===== src/rtl/bch_eras_syndrome_count_pkg.sv =====
// Shared types, code parameters and GF(2^m) helpers for the erasure syndrome stage.
// Consumers: bch_eras_syndrome_acc, bch_eras_syndrome_count.
package bch_eras_syndrome_count_pkg;

  localparam int M      = 4;
  localparam int K_MAX  = 5;
  localparam int D      = 7;
  localparam int N      = 15;
  localparam int IRRPOL = 19;
  localparam int T      = (D - 1) / 2;
  localparam int T2     = 2 * T;
  localparam int PTR_W  = 4;
  localparam int GF_ORD = (1 << M) - 1;

  typedef logic [M-1:0]     data_t;
  typedef logic [PTR_W-1:0] ptr_t;

  typedef enum logic {
    ST_IDLE = 1'b0,
    ST_ACC  = 1'b1
  } state_t;

  localparam data_t IRR_LOW = data_t'(IRRPOL);

  function automatic data_t gf_mult_a_by_b(input data_t a, input data_t b);
    data_t acc;
    data_t sh;
    acc = '0;
    sh  = a;
    for (int i = 0; i < M; i++) begin
      if (b[i]) acc = acc ^ sh;
      sh = sh[M-1] ? ((sh << 1) ^ IRR_LOW) : (sh << 1);
    end
    return acc;
  endfunction

  function automatic data_t alpha_pow(input int j);
    data_t p;
    int    e;
    p = data_t'(1);
    e = j % GF_ORD;
    for (int i = 0; i < GF_ORD; i++) begin
      if (i < e) p = gf_mult_a_by_b(p, data_t'(2));
    end
    return p;
  endfunction

  // Largest odd divisor of j, and the power of two that separates them.
  function automatic int odd_part(input int j);
    int v;
    v = j;
    for (int i = 0; i < 32; i++) begin
      if (v != 0 && v % 2 == 0) v = v / 2;
    end
    return v;
  endfunction

  function automatic int pow2_exp(input int j);
    int v;
    int k;
    v = j;
    k = 0;
    for (int i = 0; i < 32; i++) begin
      if (v != 0 && v % 2 == 0) begin
        v = v / 2;
        k = k + 1;
      end
    end
    return k;
  endfunction

  function automatic data_t gf_square_n(input data_t x, input int n_sq);
    data_t r;
    r = x;
    for (int i = 0; i < 8; i++) begin
      if (i < n_sq) r = gf_mult_a_by_b(r, r);
    end
    return r;
  endfunction

endpackage


===== src/rtl/bch_eras_syndrome_acc.sv =====
// One Horner cell for syndrome S_j: acc <= sop ? bit : acc*alpha^j ^ bit.
// oacc presents the post-update value so the top can register it on eop.
module bch_eras_syndrome_acc
  import bch_eras_syndrome_count_pkg::*;
#(
  parameter int j = 1
) (
  input  logic  iclk,
  input  logic  ireset,
  input  logic  iclkena,
  input  logic  ival,
  input  logic  isop,
  input  logic  ibit,
  output data_t oacc
);

  localparam data_t ALPHA_J = alpha_pow(j);

  data_t acc;
  data_t acc_nxt;
  data_t bit_ext;

  assign bit_ext = {{(M-1){1'b0}}, ibit};

  always_comb begin
    acc_nxt = isop ? bit_ext : (gf_mult_a_by_b(acc, ALPHA_J) ^ bit_ext);
  end

  always_ff @(posedge iclk or posedge ireset) begin
    if (ireset) begin
      acc <= '0;
    end else if (iclkena && ival) begin
      acc <= acc_nxt;
    end
  end

  assign oacc = acc_nxt;

endmodule


===== src/rtl/bch_eras_syndrome_count.sv =====
// Bit-serial dual syndrome calculator (erased bits forced to 0 / forced to 1).
// Build option BCH_ERAS_SYNDROME_ODD_ONLY_EN: only odd S_j are accumulated, even ones by squaring.
//
// state   | meaning
// ST_IDLE | between frames; beats without isop are ignored
// ST_ACC  | inside a frame; valid beats feed the Horner cells
module bch_eras_syndrome_count
  import bch_eras_syndrome_count_pkg::*;
#(
  parameter int m      = M,
  parameter int k_max  = K_MAX,
  parameter int d      = D,
  parameter int n      = N,
  parameter int irrpol = IRRPOL
) (
  input  logic  iclk,
  input  logic  ireset,
  input  logic  iclkena,
  input  logic  ival,
  input  logic  isop,
  input  logic  ieop,
  input  logic  idat,
  input  logic  ieras,
  input  ptr_t  iptr,
  output logic  osyndrome_val,
  output ptr_t  osyndrome_ptr,
  output data_t osyndrome [2][1:T2]
);

  // Types are sized from the package, so overrides must agree with it.
  if (m != M || k_max != K_MAX || d != D || n != N || irrpol != IRRPOL) begin : g_cfg_check
    $error("bch_eras_syndrome_count: parameters must match bch_eras_syndrome_count_pkg");
  end

  state_t     state;
  state_t     state_nxt;
  logic       acc_ena;
  logic       frame_end;
  ptr_t       ptr_latched;
  logic [1:0] set_bit;
  data_t      syn_nxt [2][1:T2];

  assign set_bit[0] = idat & ~ieras;
  assign set_bit[1] = idat | ieras;

  always_ff @(posedge iclk or posedge ireset) begin
    if (ireset) begin
      state <= ST_IDLE;
    end else if (iclkena) begin
      state <= state_nxt;
    end
  end

  always_comb begin
    state_nxt = state;
    acc_ena   = 1'b0;
    frame_end = 1'b0;
    if (ival) begin
      if (isop) begin
        acc_ena   = 1'b1;
        frame_end = ieop;
        state_nxt = ieop ? ST_IDLE : ST_ACC;
      end else if (state == ST_ACC) begin
        acc_ena = 1'b1;
        if (ieop) begin
          frame_end = 1'b1;
          state_nxt = ST_IDLE;
        end
      end
    end
  end

  for (genvar s = 0; s < 2; s++) begin : g_set
`ifdef BCH_ERAS_SYNDROME_ODD_ONLY_EN
    data_t syn_odd [T];

    for (genvar i = 0; i < T; i++) begin : g_odd
      bch_eras_syndrome_acc #(.j(2 * i + 1)) u_acc (
        .iclk    (iclk),
        .ireset  (ireset),
        .iclkena (iclkena),
        .ival    (acc_ena),
        .isop    (isop),
        .ibit    (set_bit[s]),
        .oacc    (syn_odd[i])
      );
    end

    // S_j = S_odd^(2^k) with j = odd * 2^k; odd j pass through unsquared.
    for (genvar jj = 1; jj <= T2; jj++) begin : g_out
      localparam int ODD = odd_part(jj);
      localparam int SQ  = pow2_exp(jj);
      assign syn_nxt[s][jj] = gf_square_n(syn_odd[(ODD - 1) / 2], SQ);
    end
`else
    for (genvar jj = 1; jj <= T2; jj++) begin : g_all
      bch_eras_syndrome_acc #(.j(jj)) u_acc (
        .iclk    (iclk),
        .ireset  (ireset),
        .iclkena (iclkena),
        .ival    (acc_ena),
        .isop    (isop),
        .ibit    (set_bit[s]),
        .oacc    (syn_nxt[s][jj])
      );
    end
`endif
  end

  always_ff @(posedge iclk or posedge ireset) begin
    if (ireset) begin
      osyndrome_val <= 1'b0;
      osyndrome_ptr <= '0;
      ptr_latched   <= '0;
      for (int s = 0; s < 2; s++) begin
        for (int jj = 1; jj <= T2; jj++) begin
          osyndrome[s][jj] <= '0;
        end
      end
    end else if (iclkena) begin
      osyndrome_val <= frame_end;
      if (ival && isop) begin
        ptr_latched <= iptr;
      end
      if (frame_end) begin
        // A one-bit frame has not latched its pointer yet.
        osyndrome_ptr <= isop ? iptr : ptr_latched;
        osyndrome     <= syn_nxt;
      end
    end
  end

endmodule


===== config.mk =====
export PLATFORM = sky130hd
export DESIGN_NAME = bch_eras_syndrome_count
export DESIGN_NICKNAME = d
export VERILOG_FILES = /design/src/rtl/bch_eras_syndrome_count_pkg.sv /design/src/rtl/bch_eras_syndrome_acc.sv /design/src/rtl/bch_eras_syndrome_count.sv
export SDC_FILE = /design/constraint.sdc
export NUM_CORES = 1
export LEC_CHECK = 0
export ABC_AREA = 1
export CAP_MARGIN = 20
export CORE_MARGIN = 2
export CORE_UTILIZATION = 48
export DETAILED_ROUTE_END_ITERATION = 8
export PLACE_DENSITY = 0.77
export SYNTH_ARGS = -nofsm -noshare
export SYNTH_HDL_FRONTEND = slang
export SYNTH_SLANG_ARGS = --single-unit

===== constraint.sdc =====
create_clock -name iclk -period 8.98 [get_ports iclk]
set_clock_uncertainty 0.05 [all_clocks]
set_input_delay 1.796 -clock iclk [delete_from_list [all_inputs] [get_ports iclk]]
set_output_delay 1.796 -clock iclk [all_outputs]
set_load 0.005 [all_outputs]

==> metrics.cfg <==
[detailed_routing]
via_per_inst=4.90
wirelength_um=10200
drc=0
drtIter0Drc=245
wl_per_cell_um=12.6
drt_pass1_iterations=7
antenna_left=0
vias=3973

[cts]
cts_root_buffer=clkbuf_8
clkTransAtPathRegs_ns=0.09
postCtsHoldBufs=0
post_cts_buffers=0
cts_sinks=106
clock_path_buffers=2
cts_made_buffers=9
htreeDepth=3
ctsResizeCount=0
cts_tree=built
insertion_delay_ns=0.37

[yosys]
synth_ff_type=dfrtp_1
synth_cells=621
synth_nets=633
synth-seq-cells=106
synth_edf_count=0
syn_area_per_cell_um2=7.73
async_flop_share_pct=100
synth_top_area_cell=dfrtp_1
ys_seq_area_share_pct=55.3
yosysTopAreaCellShare_pct=55.3
syn_area_um2=4800
synth_cell_types=19
synth_area_leaders=dfrtp_1 (55%), nand2_1 (26%), a21oi_1 (2.6%), inv_1 (2.4%), nand3_1 (2.4%)
ys_warn_count=0

[global_route]
antenna_found_initial=0
grt_pass1_wl_um=17800
grt.total_usage_pct=20.0
grt_max_degree=74
grt_pass1_vias=3971
overflow=0

[sta]
layout_setup_ws_ns=4.95
hold_violations=0
setup-tns-final_ns=0
max-slew-margin-rel_pct=30.8
period_minus_slack_ns=4.03
timing.fmax_mhz=248
fin_crit_sh_pct=44.9
setup_viol=0
slew_violations=0
worst_pin_slew_ns=1.04
rsz0062_at_grt=no

[critical_path]
worstPathRequired_ns=9.15
critPathMaxFanout=65
crit_type=primary input to register
end_kind=register
arrival_ns=4.20
start_kind=primary input

[die]
io_pins=65
coreArea_um2=9730
dieArea_um2=10800
start_util_pct=49.3
rows=36
die_x_um=104
die_h_um=104

[power_and_ir_drop]
peakVddDrop_mv=0.108
static-leakage-power_uw=0.00293
power_density_nw_per_um2=234

[flow_run]
max_cap_violations=0

[layout]
area_delta_synth_final_pct=18.7
drive_above_1_share_pct=3.69
fill_cells=910
seq_area_um2=2650
nNetsFinal=684
finish.instance_area_um2=5700
num_antenna_cells=0
multi_input_area_um2=1880

[worst_hold_path]
hp-class=register to register

[placement]
dpl.hpwl_um=6630
placed_area_um2=5490
place_ws_ns=4.56
port_buffers=64
gp_congestion=0.797

[run_status]
status=finished clean

-- state kept, by name (all words and copies together), names as in the netlist --
name / flops
g_set.g_all.u_acc.acc: 48
osyndrome: 48
osyndrome_ptr: 4
ptr_latched: 4
osyndrome_val: 1
state: 1
-- final timing paths --
path                                            from                                         end  slack, ns  cells after the start
min                        osyndrome[38]$_DFFE_PP0P_                   osyndrome[38]$_DFFE_PP0P_       0.43                      2
max reg2reg                        state$_DFFE_PP0P_  g_set[0].g_all[5].u_acc.acc[3]$_DFFE_PP0P_       6.62                      4
max                                             isop  g_set[0].g_all[5].u_acc.acc[3]$_DFFE_PP0P_       4.95                      6
min reg2reg                osyndrome[38]$_DFFE_PP0P_                   osyndrome[38]$_DFFE_PP0P_       0.43                      2
min in group asynchronous                     ireset                   osyndrome[13]$_DFFE_PP0P_       1.74                      2
max in group asynchronous                     ireset  g_set[1].g_all[5].u_acc.acc[2]$_DFFE_PP0P_       5.91                      3
-- Yosys cell counts (4+ instances only) --
cell type and n:
nand3_1 23, o21ai_0 23, xnor2_1 4, nand2_1 329, inv_2 4, nor2_1 23
buf_2 20, inv_1 31, o21ai_1 17, clkbuf_1 5, dfrtp_1 106, a21oi_1 25
-- power by group --
part | switching, uW | internal (uW) | leakage (uW) | total (uW)
sequential | 83.3 | 586 | 0.00139 | 670
combinational | 183 | 179 | 0.00145 | 362
clock | 159 | 144 | 0.0000986 | 303
-- cells by family after synthesis --
kind of cell,share of synthesized area (%)
AND/OR/NAND/NOR,30.6
flip-flops,55.3
AO/OA/AOI/OAI,7.28
buffers and inverters,5.61
XOR/XNOR,1.28
-- through the flow --
stage	hold WS, ns	cells	utilization (%)	total power [uW]
3_5_place_dp	0.408	794	56.5	1040
5_1_grt	0.450	810	58.6	1430
4_1_cts	0.430	810	58.6	1350
2_1_floorplan	0.392	621	-	871
6_report	0.427	810	58.6	1330
3_3_place_gp	0.406	794	56.5	1020
-- per-layer routing --
layer,part of all wire [%],track usage [%],wire length (um),vias to the layer above
met4,1.6,7.34,167,0
li1,-,-,-,2020
met1,44,25.2,4480,1849
met3,4.5,3.13,454,11
met2,50,34.9,5060,93
met5,0,0,0,-
-- layout make-up --
cell class,count,area share (%)
Multi-Input combinational cell,453,32.9
Clock buffer,12,2.72
Inverter,35,2.35
Clock inverter,4,0.878
Tap cell,133,2.92
Sequential cell,106,46.6
Timing Repair Buffer,67,11.6
-- cells in the final DEF, fill, tap and decap left out, drive strengths merged --
master | netlist | routed
a21oi | 25 | 25
a22oi | 1 | 1
buf | 22 | 3
bufinv | 0 | 1
clkbuf | 5 | 12
clkdlybuf4s50 | 0 | 64
clkinv | 0 | 1
clkinvlp | 0 | 2
dfrtp | 106 | 106
inv | 35 | 35
nand2 | 329 | 329
nand3 | 23 | 23
nand4 | 3 | 3
nor2 | 24 | 24
o21ai | 41 | 41
xnor2 | 4 | 4
xor2 | 3 | 3
-- critical path, stage by stage --
cell and delay (ns):
clkdlybuf4s50_1 0.40, buf_4 0.22, o21ai_4 0.77, inv_2 0.68
nand2_1 0.22, o21ai_1 0.09
No activity file was read; power rests on OpenSTA's default activity.
